$ cat config.mk
export PLATFORM = sky130hd
export DESIGN_NAME = sa_result_collector
export DESIGN_NICKNAME = d
export VERILOG_FILES = /design/src/rtl/sa_result_collector.sv
export SDC_FILE = /design/constraint.sdc
export NUM_CORES = 1
export LEC_CHECK = 0
export CAP_MARGIN = 20
export CORE_MARGIN = 2
export CORE_UTILIZATION = 55
export CTS_BUF_LIST = sky130_fd_sc_hd__clkbuf_4 sky130_fd_sc_hd__clkbuf_8
export DETAILED_ROUTE_END_ITERATION = 16
export PLACE_DENSITY = 0.69
export SLEW_MARGIN = 20
export SYNTH_ARGS = -nofsm -noshare
export SYNTH_HDL_FRONTEND = slang
export SYNTH_SLANG_ARGS = --single-unit
$ cat constraint.sdc
create_clock -name clk -period 2.4 [get_ports clk]
set_input_delay 0.36 -clock clk [delete_from_list [all_inputs] [get_ports clk]]
set_output_delay 0.36 -clock clk [all_outputs]
set_load 0.02 [all_outputs]
$ cat src/rtl/sa_result_collector.sv
`default_nettype none
// ============================================================================
// Module   : sa_result_collector
// Purpose  : Collects the element stream emitted by the 4x4 systolic array
//            (shift_out while ack is high) into a two-frame ping-pong buffer
//            and streams each complete N*N frame row-major to the host over a
//            valid/ready port. start_ok tells the array controller when it
//            may launch a new computation.
// Ports    : clk, rst (async, active-high)
//            in_valid / in_data      element stream from the array
//            start_ok                free frame available, writer idle
//            out_valid / out_ready / out_data / out_last   host stream
//            overflow / clr_overflow sticky dropped-frame flag and its clear
// Revision : 1.0  initial release
// ============================================================================
module sa_result_collector #(
  parameter int DATA_W = 8,
  parameter int N      = 4
) (
  input  logic              clk,
  input  logic              rst,
  input  logic              in_valid,
  input  logic [DATA_W-1:0] in_data,
  output logic              start_ok,
  output logic              out_valid,
  input  logic              out_ready,
  output logic [DATA_W-1:0] out_data,
  output logic              out_last,
  output logic              overflow,
  input  logic              clr_overflow
);

  localparam int DEPTH = N * N;
  localparam int IDX_W = $clog2(DEPTH);
  localparam logic [IDX_W-1:0] LAST_IDX = IDX_W'(DEPTH - 1);

  typedef enum logic [1:0] {
    W_IDLE = 2'd0,
    W_FILL = 2'd1,
    W_DROP = 2'd2
  } wstate_e;

  wstate_e           state_q, state_d;
  logic [IDX_W-1:0]  wr_idx_q, wr_idx_d;
  logic              wr_bank_q, wr_bank_d;
  logic [IDX_W-1:0]  rd_idx_q, rd_idx_d;
  logic              rd_bank_q, rd_bank_d;
  logic [1:0]        full_q, full_d;
  logic              overflow_q, overflow_d;

  logic              wr_en;
  logic              ovf_set;
  logic [1:0]        full_set;
  logic [1:0]        full_clr;
  logic              rd_fire;

  logic [DATA_W-1:0] mem_q [2][DEPTH];

  // Write side: full_q is sampled before this cycle's read-side clear, so a
  // bank freed at this edge is only visible to the next element.
  always_comb begin
    state_d   = state_q;
    wr_idx_d  = wr_idx_q;
    wr_bank_d = wr_bank_q;
    wr_en     = 1'b0;
    ovf_set   = 1'b0;
    full_set  = 2'b00;
    case (state_q)
      W_IDLE: begin
        if (in_valid) begin
          wr_idx_d = IDX_W'(1);
          if (!full_q[wr_bank_q]) begin
            wr_en   = 1'b1;
            state_d = W_FILL;
          end else begin
            ovf_set = 1'b1;
            state_d = W_DROP;
          end
        end
      end
      W_FILL: begin
        if (in_valid) begin
          wr_en = 1'b1;
          if (wr_idx_q == LAST_IDX) begin
            full_set[wr_bank_q] = 1'b1;
            wr_bank_d           = ~wr_bank_q;
            wr_idx_d            = '0;
            state_d             = W_IDLE;
          end else begin
            wr_idx_d = wr_idx_q + IDX_W'(1);
          end
        end
      end
      W_DROP: begin
        // A dropped frame is always discarded to its end, even if a bank
        // becomes free partway through, so frames never get misaligned.
        if (in_valid) begin
          if (wr_idx_q == LAST_IDX) begin
            wr_idx_d = '0;
            state_d  = W_IDLE;
          end else begin
            wr_idx_d = wr_idx_q + IDX_W'(1);
          end
        end
      end
      default: begin
        state_d  = W_IDLE;
        wr_idx_d = '0;
      end
    endcase
  end

  // Read side
  always_comb begin
    rd_idx_d  = rd_idx_q;
    rd_bank_d = rd_bank_q;
    full_clr  = 2'b00;
    rd_fire   = full_q[rd_bank_q] & out_ready;
    if (rd_fire) begin
      if (rd_idx_q == LAST_IDX) begin
        full_clr[rd_bank_q] = 1'b1;
        rd_bank_d           = ~rd_bank_q;
        rd_idx_d            = '0;
      end else begin
        rd_idx_d = rd_idx_q + IDX_W'(1);
      end
    end
  end

  // Commit always targets a non-full bank and the read clears a full one,
  // so set and clear never address the same bank in one cycle.
  assign full_d     = (full_q & ~full_clr) | full_set;
  assign overflow_d = ovf_set | (overflow_q & ~clr_overflow);

  always_ff @(posedge clk or posedge rst) begin
    if (rst) begin
      state_q    <= W_IDLE;
      wr_idx_q   <= '0;
      wr_bank_q  <= 1'b0;
      rd_idx_q   <= '0;
      rd_bank_q  <= 1'b0;
      full_q     <= 2'b00;
      overflow_q <= 1'b0;
    end else begin
      state_q    <= state_d;
      wr_idx_q   <= wr_idx_d;
      wr_bank_q  <= wr_bank_d;
      rd_idx_q   <= rd_idx_d;
      rd_bank_q  <= rd_bank_d;
      full_q     <= full_d;
      overflow_q <= overflow_d;
    end
  end

  // Frame storage needs no reset: contents are only visible through full_q.
  always_ff @(posedge clk) begin
    if (wr_en) begin
      mem_q[wr_bank_q][wr_idx_q] <= in_data;
    end
  end

  assign out_valid = full_q[rd_bank_q];
  assign out_data  = out_valid ? mem_q[rd_bank_q][rd_idx_q] : '0;
  assign out_last  = out_valid & (rd_idx_q == LAST_IDX);
  assign start_ok  = (state_q == W_IDLE) & ~full_q[wr_bank_q];
  assign overflow  = overflow_q;

endmodule
`default_nettype wire

Yosys cells after proc, flatten, opt, wreduce, memory -nomap -nowiden
Memory sizes are Yosys's and may differ from the RTL's.
Cells that the tools add are included.
{ "totals": {"memories": 1, "wordCells": 85, "regBits": 15, "ramBits": 256, "input_bits": 13, "out_inout_bits": 12} }
{ "memory_table": {"columns": ["memory", "depth", "width", "read_ports", "rd_ports_with_merged_regs", "wr", "line_no", "source"], "rows": [
  ["mem_q", 2, 128, 1, 0, 1, "57", "logic [DATA_W-1:0] mem_q [2][DEPTH];"]
]} }
{ "op_classes": {"magnitude_cmp": 7, "n_eq_ne": 7, "n_addsub": 2, "muxes": 38, "bitwise_logic": 14, "reduce_logical": 9} }
{ "op_table": {"columns": ["operator", "n"], "rows": [
  ["$mux 128", 1],
  ["$bmux 8 s4", 1],
  ["$demux 8 s4", 1],
  ["$mux 8", 4],
  ["$mux 2", 9],
  ["$mux 4", 4],
  ["$mux 1", 13],
  ["$ge 5x5->1 const B", 2],
  ["$not 4->5", 2],
  ["$add 4x1->4 const B", 2],
  ["$eq 4x4->1 const B", 2],
  ["$pmux 4 s2", 1],
  ["$reduce_and 3->1", 2],
  ["$lt 5x1->1 const B", 1],
  ["$and 1x1->1", 4],
  ["$lt 1x2->1 const B", 2],
  ["$ne 2x1->1 const B", 2],
  ["$not 1->1", 4],
  ["$pmux 2 s2", 1],
  ["$reduce_and 2->1", 2],
  ["$logic_and 1x1->1", 3],
  ["$and 2x2->2", 1],
  ["$demux 1 s1", 2],
  ["$eq 2x1->1 const B", 1],
  ["other kinds (9)", 10]
]} }

Depth between registers and ports, before layout
Gate-level depths: netlist of run 1.
{ "logic_depth": {"ltp_word": 9, "mapped_depth": 7, "ltp_nobuf": 6} }

Worst setup path after synthesis of run 1
Ideal clock, no wire load.
{ "synth_path": {"path_kind": "flip-flop to output port", "start": "register rd_bank_q", "end": "output out_data[0]", "arrival_time_ns": 1.862, "path_buffers": 3, "required_ns": 2.040, "setup_slack_ns": 0.178, "stages_incl_launch_ff": 8, "path_cell_list": "dfrtp_1 buf_6 buf_12 buf_12 mux2i_1 a221oi_1 o21ai_1 a311oi_1"} }
{ "synth_between": {"elab_chain_cells": 5, "word_cells_on_any_way": 7, "classes_between": "mux: 6; memory: 1"} }
{ "synth_rtl": {"columns": ["element", "line_no", "source"], "rows": [
  ["from (decl)", "47", "logic rd_bank_q, rd_bank_d;"],
  ["from (signal assigned)", "149", "rd_bank_q <= rd_bank_d;"],
  ["$mem_v2 2x128", null, null],
  ["$bmux 8 s4", "163", "assign out_data = out_valid ? mem_q[rd_bank_q][rd_idx_q] : '0;"],
  ["$mux 8 (implied by the code) (2 in series)", "163", null],
  ["$mux 8 *", "163", null],
  ["to (decl)", "27", "output logic [DATA_W-1:0] out_data,"]
]} }
Mark *: on every way between the ends. The rest lies on a longest branch, timed or not. The select of a mux whose other input is x is not followed.

Final worst setup path of run 1
{ "layout_path": {"start": "register rd_bank_q", "end": "output out_data[6]"} }
The elaborated chain is that of the path after synthesis.

==> run metrics, run 1 <==
P_int 8000 µW; Logic pwr share 7.1%; Starting Density 56.4%; Synth area leaders edfxtp_1 (70%), mux4_2 (5.7%), dfrtp_1 (3.4%); Max-Cap Viols 0; I/O pin count 25; Post-CTS Hold Fix Bufs 0; Worst EP arrival 2.60 ns; CP dominant cell by count buf_6; global route total overflow 0; worst-case reg-to-reg path depth 6; initial antenna violation count 0; Ys Warns 0; DRC viols 0; unrepaired setup endpoints after global routing yes; WS Path Type register to output pin; Final GP Congestion 0.871; Die X-Extent 145 µm; syn avg cell area 19.0 µm²; global-route wire length before repair 38.4 mm; period utilization 124%; vias post-DR 6,144; DR WL/cell 25.1 µm; TritonCTS clock tree yes; Nets 740; CTS Buffer Depth 3; VDD IR max 0.000571 V; number of buffers created by CTS 44; Switching Power 2320 µW; Final HPWL DP 15.8 mm; Netlist cell types 46; Clock Power Share 40.5%; flops & latches, synth 271; synth-to-layout area growth 22.4%; failing checks setup timing; share of total power in sequential cells 52.4%; Slew headroom 56.5%; Worst Hold Class primary input to asynchronous set/reset pin; ant diodes 0; Post-Route Skew 0.0270 ns; cell taking the most area after synthesis edfxtp_1; DRT Pass-1 Iters 7; Die H 145 µm; status finished, violations left; Finish-stage setup viols 9; Post-Syn Instances 580; core area 19,500 µm²; CP Buf/Inv Count 5; Final TNS setup -4.01 ns; Sw Ratio 22.5%; power per cell area 766 nW/µm²; Final Hold Fails 0; drt initial violations 775; sequential element share of the synthesized area 73.3%; full die area 21,200 µm²; Syn Nets 601; Setup crit end kind output pin; CTS clk-pin slew, worst paths 0.06 ns; critical-path maximum fanout 5; crit-path leading delay family compound AO/OA/AOI/OAI gates; PortBufs 24; filler instances 1,276; worst setup margin -0.564 ns; Clock Latency Late Sink 0.55 ns; Yosys top cell area share 69.9%; layout cells sized above 1 39.0%; Worst path depth 9; Synth Cell Area 11,000 µm²; H-tree levels 2; Tot Pwr 10,300 µW; R2R setup slack 0.33 ns; Worst Max-Slew Pin Slew 0.652 ns; root buf cell clkbuf_8; vias in the first global route 6,231; vias per inst 6.04; crit path time final 2.96 ns; remaining antenna violation count after routing 0; static leakage 0.00458 µW; worst-path cell chain buf_6 -> buf_12 -> buf_16 -> mux2i_1 -> a221oi_1 -> o21ai_1 -> a221oi_2 -> buf_4 -> buf_6; clock tree sinks 271; Placed Area 12,100 µm²; CP max stage delay 0.50 ns; slowest CP cell dfrtp_4; Worst setup SP type register; total track usage 24.6%; required time worst endpoint 2.04 ns; largest net degree at the start of global routing 33; fin area 13,500 µm²; std cell rows 51; max-slew violation count 0; Peak Freq 337 MHz; Routed WL 25.6 mm
-- stage by stage --
stage          setup WS [ns]  utilization (%)  hold WS [ns]  instances
6_report              -0.564             69.0         0.197       1018
3_5_place_dp          -0.533             61.9         0.531        930
5_1_grt               -0.570             69.0         0.268       1018
3_3_place_gp          -0.530             61.9         0.523        930
4_1_cts               -0.525             68.9         0.193       1018
2_1_floorplan          0.178                -         0.261        580
-- synth_stat cells, drive strengths merged --
cell type	n
and3b	1
nand4	1
nand2	24
o31ai	1
a21o	2
o21a	1
xor2	1
mux2	32
a22o	5
clkbuf	8
mux2i	27
a41o	1
mux4	41
buf	22
xnor2	2
nand3	11
nand3b	3
a311oi	7
or3b	2
a21oi	1
or3	1
a221oi	23
inv	9
nor3	1
ha	8
o31a	1
and3	3
and2	2
a221o	1
o21ai	15
edfxtp	256
a32o	1
nor2	39
o211a	7
o22ai	1
nor2b	4
dfrtp	15
-- area by class of cell --
type                    instances  area (µm²)  share of cell area [%]
clock buffers                  60         763                    5.67
clock inverters                20         175                    1.30
inverters                       9        33.8                   0.251
multi-input cells             270        2940                    21.8
flip-flops and latches        271        8070                    59.9
well taps                     265         332                    2.46
repair buffers                123        1160                    8.60
-- per-layer routing --
metal	track usage [%]	vias to the layer above	share of wire [%]
met2	39.7	291	49
met3	4.70	41	7.7
met5	0	-	0
li1	-	2659	-
met4	6.76	0	2.1
met1	35.0	3153	41
-- worst register-to-register path, stage by stage, from the launching register on --
cell and delay [ns]:
dfrtp_1 0.42, inv_1 0.09, ha_1 0.25, a21o_1 0.20
nand3_1 0.34, nor2_1 0.23, buf_4 0.23
-- power groups by stage --
stage | clock, µW | combinational, µW | sequential [µW]
2_1_floorplan | 0 | 404 | 5470
3_3_place_gp | 0 | 684 | 5490
3_5_place_dp | 0 | 710 | 5510
4_1_cts | 4240 | 732 | 5410
5_1_grt | 4460 | 791 | 5420
6_report | 4180 | 734 | 5410
-- cells in the final DEF (no fill, tap or decap), drive strengths merged, types with 2 or more instances in the layout --
| cell | Yosys | routed |
|---|---|---|
| and3 | 3 | 3 |
| a311oi | 7 | 7 |
| clkinvlp | 0 | 2 |
| nor2b | 4 | 4 |
| edfxtp | 256 | 256 |
| nor2 | 39 | 39 |
| o211a | 7 | 7 |
| xnor2 | 2 | 2 |
| dfrtp | 15 | 15 |
| bufinv | 0 | 3 |
| nand2 | 24 | 24 |
| a21o | 2 | 2 |
| clkbuf | 8 | 60 |
| o21ai | 15 | 15 |
| mux2i | 27 | 27 |
| and2 | 2 | 2 |
| clkinv | 0 | 14 |
| buf | 22 | 108 |
| mux2 | 32 | 32 |
| or3b | 2 | 2 |
| clkdlybuf4s50 | 0 | 13 |
| nand3b | 3 | 3 |
| inv | 9 | 10 |
| a22o | 5 | 5 |
| a221oi | 23 | 23 |
| nand3 | 11 | 11 |
| mux4 | 41 | 41 |
| ha | 8 | 8 |
-- sequential cells by signal (all words and copies together), names as in the netlist --
| signal | cells |
|---|---|
| wr_bank_q | 1 |
| state_q | 2 |
| wr_idx_q | 4 |
| overflow | 1 |
| full_q | 2 |
| mem_q | 256 |
| rd_idx_q | 4 |
| rd_bank_q | 1 |
-- what timing repair did --
| item | CTS | global route |
|---|---|---|
| gates resized for setup | 124 | 6 |
| cloned | 4 | 0 |
| pin swaps | 18 | 6 |
| buffers inserted | 7 | 0 |
| setup endpoints to repair | 11 | 10 |
-- cell families after synthesis --
logic type / after synthesis / share of synthesized area [%]
mux: 100 / 14.7
simple gates: 92 / 3.76
flops: 271 / 73.3
fa+ha+maj: 8 / 0.910
compound gates: 67 / 4.83
buf+inv: 39 / 2.31
xor+xnor: 3 / 0.239
-- path summary, 6_finish.rpt --
kind	startpoint	end
setup / recovery	rd_bank_q$_DFFE_PP0P_	out_data[6]
min in group clk	clr_overflow	overflow$_DFF_PP0_
hold reg to reg	overflow$_DFF_PP0_	overflow$_DFF_PP0_
setup reg to reg	state_q[0]$_DFFE_PP0P_	mem_q[0][103]$_DFFE_PP_
max in group asynchronous	rst	rd_bank_q$_DFFE_PP0P_
hold / removal	rst	full_q[0]$_DFF_PP0_
No activity file was read; power rests on OpenSTA's default activity.
==> run 2, diff against run 1 <==
--- a/config.mk
+++ b/config.mk
@@ -8,10 +8,9 @@
 export CAP_MARGIN = 20
 export CORE_MARGIN = 2
 export CORE_UTILIZATION = 55
-export CTS_BUF_LIST = sky130_fd_sc_hd__clkbuf_4 sky130_fd_sc_hd__clkbuf_8
 export DETAILED_ROUTE_END_ITERATION = 16
+export GPL_TIMING_DRIVEN = 0
 export PLACE_DENSITY = 0.69
-export SLEW_MARGIN = 20
 export SYNTH_ARGS = -nofsm -noshare
 export SYNTH_HDL_FRONTEND = slang
 export SYNTH_SLANG_ARGS = --single-unit
==> run metrics, run 2 (synthesis results as in run 1) <==
WS Path Type register to output pin; CTS Buffer Depth 3 (unchanged); max-slew violation count 0 (unchanged); power per cell area 786 nW/µm² (+2.6%); Worst EP arrival 2.59 ns (about the same); Setup crit end kind output pin; global route total overflow 0 (unchanged); static leakage 0.00426 µW (-6.9%); TritonCTS clock tree yes; VDD IR max 0.000651 V (+14%); Max-Cap Viols 0 (unchanged); vias in the first global route 5,840 (-6.3%); PortBufs 24 (unchanged); Final Non-Filler Cells 939 (-7.8%); critical-path maximum fanout 4 (-1); worst-case reg-to-reg path depth 4 (-2); Final Hold Fails 0 (unchanged); Top Registers mem_q (256), rd_idx_q (4), wr_idx_q (4); post-layout util 68.3% (-0.69 points); Routed WL 23.9 mm (-6.5%); DRT Pass-1 Iters 5 (-2); DR WL/cell 25.5 µm (+1.3%); worst setup margin -0.547 ns (+0.0175 ns); failing checks setup timing; commonest non-fill, non-tap cells in the layout edfxtp_1 (256), nor2_4 (33), mux4_2 (33); drt initial violations 606 (-22%); DRC viols 0 (unchanged); CP dominant cell by count buf_4; worst r2r dst mem_q[0][107]$_DFFE_PP_; H-tree levels 1 (-1); std cell rows 51 (unchanged); vias per inst 6.14 (+1.8%); Die X-Extent 145 µm (unchanged); Post-Route Skew 0.0110 ns (-0.0160 ns); Worst Hold Class primary input to asynchronous set/reset pin; Die H 145 µm (unchanged); clock tree sinks 271 (unchanged); period utilization 123% (-0.73 points); slowest CP cell dfrtp_2; vias post-DR 5,768 (-6.1%); number of buffers created by CTS 27 (-39%); commonest non-fill, non-tap cell in the layout edfxtp_1; core area 19,500 µm² (unchanged); reg2reg start wr_bank_q$_DFFE_PP0P_; Slew headroom 29.8% (-27 points); Final GP Congestion 0.825 (-5.3%); global-route wire length before repair 35.5 mm (-7.6%); Clock Latency Late Sink 0.52 ns (-0.03 ns); required time worst endpoint 2.04 ns (about the same); CP max stage delay 0.42 ns (-0.08 ns); synth-to-layout area growth 21.2%; fin area 13,300 µm² (-0.99%); Placed Area 11,600 µm² (-3.7%); I/O pin count 25 (unchanged); crit path time final 2.95 ns (-0.0175 ns); largest net degree at the start of global routing 33 (unchanged); Finish-stage setup viols 9 (unchanged); remaining antenna violation count after routing 0 (unchanged); Largest Register mem_q; Nets 675 (-8.8%); max reg flops 256 (unchanged); R2R setup slack 0.08 ns (-0.25 ns); Worst setup SP type register; initial antenna violation count 0 (unchanged); layout cells sized above 1 36.2% (-2.8 points); unrepaired setup endpoints after global routing yes; Starting Density 56.4% (unchanged); Peak Freq 339 MHz (+0.59%); worst-path cell chain buf_4 -> clkbuf_16 -> buf_4 -> mux4_2 -> mux2i_4 -> o211a_1 -> a311oi_2 -> buf_4; total track usage 22.4% (-2.2 points); full die area 21,200 µm² (unchanged); Worst Max-Slew Pin Slew 1.05 ns (+0.398 ns); Final HPWL DP 15.5 mm (-1.5%); CTS clk-pin slew, worst paths 0.06 ns (about the same); ant diodes 0 (unchanged); dpl cells 872 (-6.2%); status finished, violations left; hold_ws 0.220 ns (+0.0231 ns); root buf cell clkbuf_16
## run 2: cell count changes in the layout (fill, tap and decap cells not counted), sizes merged
cell    delta
buf       -57
clkbuf    -14
clkinv     -7
bufbuf     -1
bufinv     +1
inv        -1
## run 2: cell type report
| type | instances | area, µm² |
|---|---|---|
| tap | 265 | 332 |
| fill | 1277 | 6190 |
| clock buffer | 36 | 719 |
| sequential | 271 | 8070 |
| inverter | 9 | 41.3 |
| multi-input combinational | 270 | 3200 |
| timing repair buffer | 47 | 543 |
| clock inverter | 13 | 166 |
| buffer | 28 | 272 |
## run 2: where the power goes
| group | switching [µW] | internal [µW] |
|---|---|---|
| clock network | 1660 | 2530 |
| logic | 598 | 295 |
| registers | 72.7 | 5330 |
| total | 2330 | 8150 |
## run 2: worst max path at each step
stage	start	endpoint	slack, ns	cells after the start
after floorplan	rd_bank_q$_DFFE_PP0P_	out_data[0]	0.18	7
final	rd_bank_q$_DFFE_PP0P_	out_data[1]	-0.55	8
after detailed placement	rd_idx_q[0]$_DFFE_PP0P_	out_data[6]	-0.79	7
after global placement	rd_idx_q[0]$_DFFE_PP0P_	out_data[6]	-0.72	7
after global routing	rd_bank_q$_DFFE_PP0P_	out_data[5]	-0.60	9
after CTS	rd_bank_q$_DFFE_PP0P_	out_data[6]	-0.51	8
## run 2: what timing repair did
action | in CTS | in global routing
gates cloned | 0 | 2
buffers inserted | 3 | 11
pin swaps | 16 | 7
gates resized for setup | 155 | 55
hold buffers | 0 | 0
setup endpoints to repair | 267 | 153
## run 2: through the flow
stage | setup slack [ns] | TNS (ns) | total power, µW
floorplan | 0.178 | 0 | 5880
global placement | -0.724 | -99.70 | 6170
detailed placement | -0.787 | -122.31 | 6220
CTS | -0.514 | -3.76 | 10500
global route | -0.603 | -6.62 | 10800
finish | -0.547 | -4.17 | 10500
## run 2: critical path, delay by kind of cell (launching register included)
family / cells / cell delay [ns]
mux: 2 / 0.46
compound gates: 2 / 0.55
buf+inv: 4 / 0.63
flops: 1 / 0.42
## run 2: per-layer routing
layer | global-route usage, % | vias up | wire length, µm
met5 | 0 | - | 0
met2 | 37.2 | 204 | 12100
met3 | 3.48 | 44 | 1440
met4 | 6.27 | 0 | 681
met1 | 31.5 | 2989 | 9750
li1 | - | 2531 | -
==> run 3, diff against run 2 <==
--- a/config.mk
+++ b/config.mk
@@ -8,9 +8,11 @@
 export CAP_MARGIN = 20
 export CORE_MARGIN = 2
 export CORE_UTILIZATION = 55
+export CTS_CLUSTER_SIZE = 14
 export DETAILED_ROUTE_END_ITERATION = 16
 export GPL_TIMING_DRIVEN = 0
 export PLACE_DENSITY = 0.69
+export SKIP_CTS_REPAIR_TIMING = 1
 export SYNTH_ARGS = -nofsm -noshare
 export SYNTH_HDL_FRONTEND = slang
 export SYNTH_SLANG_ARGS = --single-unit
==> run metrics, run 3 (synthesis results as in run 1) <==
status finished, violations left; failing checks setup timing; crit path time final 2.93 ns (-0.0150 ns); static leakage 0.00435 µW (+2.2%); Clock Latency Late Sink 0.54 ns (+0.02 ns); Routed WL 24.3 mm (+1.6%); Final Hold Fails 0 (unchanged); global route total overflow 0 (unchanged); Post-Route Skew 0.0260 ns (+0.0150 ns); worst setup margin -0.532 ns (+0.0150 ns); TritonCTS clock tree yes; Die X-Extent 145 µm (unchanged); Nets 685 (+1.5%); Peak Freq 341 MHz (+0.51%); Worst Max-Slew Pin Slew 1.05 ns (+0.00358 ns); Worst Hold Class primary input to asynchronous set/reset pin; M1 wire length 9.92 mm (+1.7%); Final HPWL DP 15.5 mm (unchanged); std cell rows 51 (unchanged); DRT Pass-1 Iters 5 (unchanged); commonest non-fill, non-tap cell in the layout edfxtp_1; crit-path leading delay family compound AO/OA/AOI/OAI gates; CP Buf/Inv Count 4 (unchanged); power per cell area 768 nW/µm² (-2.3%); worst-path cell chain buf_12 -> buf_12 -> clkbuf_16 -> mux2i_1 -> a221oi_2 -> o21ai_2 -> a311oi_1 -> buf_2; met3 routed wirelength 1.50 mm (+4.3%); Final TNS setup -3.92 ns (+0.250 ns); pre-CTS setup slack -0.787 ns (unchanged); largest net degree at the start of global routing 33 (unchanged); critical-path maximum fanout 11 (+7); vias post-DR 5,904 (+2.4%); Max-Cap Viols 0 (unchanged); worst-case reg-to-reg path depth 4 (unchanged); multi-input logic area 3200 µm² (about the same); synth-to-layout area growth 22.5%; Tot Pwr 10,400 µW (-1.2%); required time worst endpoint 2.04 ns (about the same); initial antenna violation count 0 (unchanged); global-route wire length before repair 34.5 mm (-2.7%); CP dominant cell by count buf_12; filler instances 1,254 (-1.8%); commonest non-fill, non-tap cells in the layout edfxtp_1 (256), mux4_2 (34), mux2_2 (32); drt initial violations 579 (-4.5%); Top Layer Used met4; unrepaired setup endpoints after global routing yes; Top Registers mem_q (256), rd_idx_q (4), wr_idx_q (4); max reg flops 256 (unchanged); Setup crit end kind output pin; layout cells sized above 1 36.6% (+0.40 points); PortBufs 24 (unchanged); Starting Density 56.4% (unchanged); clock tree sinks 271 (unchanged); Slew headroom 29.6% (-0.24 points); register area 8060 µm² (about the same); full die area 21,200 µm² (unchanged); DRC viols 0 (unchanged); total track usage 21.8% (-0.60 points); CTS clk-pin slew, worst paths 0.06 ns (about the same); CP max stage delay 0.40 ns (-0.02 ns); Worst EP arrival 2.57 ns (-0.02 ns); vias per inst 6.23 (+1.4%); Finish-stage setup viols 9 (unchanged); slowest CP cell dfrtp_1; root buf cell clkbuf_16; Worst path depth 8 (unchanged); H-tree levels 1 (unchanged); period utilization 122% (-0.62 points); Worst setup SP type register; Die H 145 µm (unchanged); number of buffers created by CTS 27 (unchanged); CTS Buffer Depth 3 (unchanged); WS Path Type register to output pin; Final GP Congestion 0.825 (unchanged); I/O pin count 25 (unchanged); routed wl met2 12.1 mm (+0.39%); remaining antenna violation count after routing 0 (unchanged); hold_ws 0.194 ns (-0.0257 ns); post-layout util 69.0% (+0.72 points); Largest Register mem_q; VDD IR max 0.000726 V (+11%); DR WL/cell 25.7 µm (+0.66%); vias in the first global route 5,764 (-1.3%); max-slew violation count 0 (unchanged); core area 19,500 µm² (unchanged); ant diodes 0 (unchanged)
-- run 3: changes by cell type in the layout (fill, tap and decap cells not counted), moves of 3 or more --
cell | previous run | this run
buf_12 | 5 | 18
buf_6 | 8 | 4
clkbuf_1 | 14 | 11
clkinv_1 | 3 | 6
dlymetal6s2s_1 | 0 | 3
mux2i_2 | 2 | 5
nand3_2 | 4 | 0
nand3_4 | 0 | 4
-- run 3: worst register-to-register path, stage by stage (launching register included) --
cell	delay, ns
dfrtp_1	0.45
mux2i_4	0.33
a21o_1	0.39
nand3_4	0.31
nor2_2	0.50
-- run 3: stage by stage --
stage               std cells  area, µm²
global placement          869      11600
detailed placement        872      11600
finish                    948      13500
floorplan                 580      11000
CTS                       920      12500
global route              948      13500
-- run 3: area by class of cell --
| type | instances | area share, % |
|---|---|---|
| multi-input cells | 270 | 23.7 |
| plain buffers | 28 | 2.17 |
| flip-flops and latches | 271 | 59.8 |
| clock inverters | 17 | 1.03 |
| inverters | 9 | 0.269 |
| clock buffers | 31 | 5.13 |
| well taps | 265 | 2.46 |
| repair buffers | 57 | 5.36 |
-- run 3: worst paths after layout --
kind / slack (ns) / end / startpoint
setup / recovery: -0.53 / out_data[2] / rd_bank_q$_DFFE_PP0P_
hold / removal: 0.19 / overflow$_DFF_PP0_ / rst
min in group clk: 0.38 / overflow$_DFF_PP0_ / clr_overflow
max in group asynchronous: 1.75 / rd_idx_q[1]$_DFFE_PP0P_ / rst
hold reg to reg: 0.55 / state_q[1]$_DFFE_PP0P_ / state_q[1]$_DFFE_PP0P_
setup reg to reg: 0.04 / mem_q[1][35]$_DFFE_PP_ / wr_bank_q$_DFFE_PP0P_
-- run 3: report_power, final --
part           total (µW)  internal (µW)  switching (µW)
Sequential           5400           5330            69.9
Clock                3960           2270            1690
Combinational         993            355             638
-- run 3: routing by layer --
layer,up-vias,GRT usage [%]
li1,2552,-
met1,3095,31.0
met2,202,35.3
met3,55,3.51
met4,0,6.91
met5,-,0
==> patch, RTL diff (settings of run 1) <==
The parameter `DATA_W` goes from 8 to 12.
--- a/src/rtl/sa_result_collector.sv
+++ b/src/rtl/sa_result_collector.sv
@@ -14,7 +14,7 @@
 // Revision : 1.0  initial release
 // ============================================================================
 module sa_result_collector #(
-  parameter int DATA_W = 8,
+  parameter int DATA_W = 12,
   parameter int N      = 4
 ) (
   input  logic              clk,
Ports: changed (resized in_data and out_data); port bits go from 25 to 33. No check against the original RTL was run, so the function may have changed too.
==> patch against run 1 <==
  * Count of clock-buffer cells in the layout grew 14
  * Sequential cell count grew 128
  * Clock power grew 32%
  * First-iteration DRC count grew 7.5%
  * Register-to-register slack gained 30 ps
  * Cell count grew 41%
  * The flow still finishes with violations (setup timing)
  * Power grew 43%
  * Area after synthesis grew 45%
  * Highest routed layer unchanged
  * Largest cell class unchanged
  * Setup slack lost 130 ps
  * Design area grew 42%
  * Wire length grew 44%
  * Synthesized cell count grew 39%
  * Critical path type unchanged
==> patch: results (changes against run 1) <==
<table>
<tr><th>Metric</th><th>Value</th></tr>
<tr><th colspan="2">Timing</th></tr>
<tr><td>Fin Clk Skew</td><td>51.47 ps (+24.43 ps)</td></tr>
<tr><td>Least setup slack across all paths after layout</td><td>-696.2 ps (-131.9 ps)</td></tr>
<tr><td>Total of endpoints with negative setup slack in the final report</td><td>14 (+5)</td></tr>
<tr><th colspan="2">Synth</th></tr>
<tr><td>Synth top area cells</td><td>edfxtp_1 (72%), mux4_2 (7.4%), mux2_2 (3.5%), dfrtp_1 (2.4%), mux2i_1 (2.3%)</td></tr>
<tr><td>Synthesized-area fraction occupied by adder cells</td><td>0.006285 (-0.002811)</td></tr>
<tr><td>Async set-reset flop share out of synthesis</td><td>0.03759 (-0.01776)</td></tr>
<tr><td>Number of flops mapped to enable cells by yosys</td><td>384 (+50%)</td></tr>
<tr><td>Synth Area in Compound Gates</td><td>0.04651 (-0.001811)</td></tr>
<tr><td>Fraction of the yosys area taken by sequential cells</td><td>0.7476 (+0.01495)</td></tr>
<tr><th colspan="2">Setup path</th></tr>
<tr><td>Critical path peak fanout</td><td>6 (+1)</td></tr>
<tr><td>Register-to-Register Setup Slack</td><td>360 ps (+30 ps)</td></tr>
<tr><td>Startpoint of the worst register-to-register path</td><td>state_q[1]</td></tr>
<tr><td>Reg-to-reg endpoint</td><td>mem_q[0][101]</td></tr>
<tr><td>Critical Path Max Stage Delay</td><td>560 ps (+60 ps)</td></tr>
<tr><td>Count of cells along the worst register-to-register path</td><td>7 (+1)</td></tr>
<tr><td>Arrival time at the worst endpoint</td><td>2740 ps (+140 ps)</td></tr>
<tr><th colspan="2">Clock tree</th></tr>
<tr><td>Clock latency reported for the late side of the worst-skew pair</td><td>640 ps (+90 ps)</td></tr>
<tr><th colspan="2">Cells and area</th></tr>
<tr><td>Largest registers</td><td>mem_q: 384 flops, rd_idx_q: 4 flops, wr_idx_q: 4 flops</td></tr>
<tr><td>Number of fillers in the final layout</td><td>1843 (+44%)</td></tr>
<tr><td>Ratio of cells with drive above 1 in the final layout</td><td>0.3906 (about the same)</td></tr>
<tr><th colspan="2">Placed design</th></tr>
<tr><td>Post-Place Setup Slack</td><td>-829.8 ps (-296.7 ps)</td></tr>
<tr><td>Number of buffer cells added on primary ports</td><td>32 (+33%)</td></tr>
<tr><th colspan="2">Detailed routing</th></tr>
<tr><td>Violation count after the first detailed-routing iteration</td><td>833 (+7.5%)</td></tr>
<tr><td>Number of vias after detailed routing</td><td>8623 (+40%)</td></tr>
<tr><td>Detailed-routing iteration count for the pre-antenna-repair pass</td><td>5 (-2)</td></tr>
<tr><th colspan="2">Outcome</th></tr>
<tr><td>Failing checks</td><td>setup timing</td></tr>
<tr><td>Result of the run</td><td>finished with violations</td></tr>
<tr><th colspan="2">GRT</th></tr>
<tr><td>Wire length of the first global-routing pass</td><td>55450 um (+44%)</td></tr>
</table>
## patch: cell types whose count changed in the layout (fill, tap and decap cells not counted), moves of 8 or more
cell	change
clkbuf_8	+10
edfxtp_1	+128
buf_4	+47
mux4_2	+19
nand2_1	+8
mux2_2	+20
clkinv_2	+9
## patch: per-layer routing
| layer | vias to the layer above | share of wire | GRT usage |
|---|---|---|---|
| met5 | - | 0 | 0 |
| met4 | 0 | 0.027 | 0.07668 |
| met3 | 60 | 0.088 | 0.06212 |
| met2 | 397 | 0.49 | 0.4039 |
| met1 | 4461 | 0.39 | 0.3393 |
| li1 | 3705 | - | - |
## patch: power by group
group / switching (mW) / internal, mW / leakage (nW)
clock: 2.60 / 2.91 / 0.633
sequential: 0.0978 / 7.87 / 3.66
combinational: 0.755 / 0.491 / 2.09
total: 3.45 / 11.3 / 6.38
## patch: final cells by class
type | count | area share
clock buffer | 74 | 0.04867
clock inverter | 36 | 0.01387
inverter | 10 | 0.001963
multi-input combinational | 350 | 0.2063
sequential | 399 | 0.6228
tap | 384 | 0.02512
timing repair buffer | 178 | 0.08125
## patch: metrics by stage
| stage | hold WS [ps] | setup TNS, ps | instance area [um^2] | utilization |
|---|---|---|---|---|
| after floorplan | 261.5 | 0 | 15930 | - |
| after global placement | 494.0 | -6770 | 17540 | 0.6127 |
| after detailed placement | 503.8 | -7052 | 17540 | 0.6127 |
| after CTS | 123.4 | -8254 | 19050 | 0.6655 |
| after global routing | 173.7 | -9205 | 19130 | 0.6682 |
| final | 144.1 | -8180 | 19130 | 0.6682 |
## patch: timing repair
item / CTS / global route
pin swaps: 16 / 6
setup endpoints to repair: 15 / 14
setup buffers: 10 / 3
gates cloned: 1 / 0
resized for setup: 127 / 15
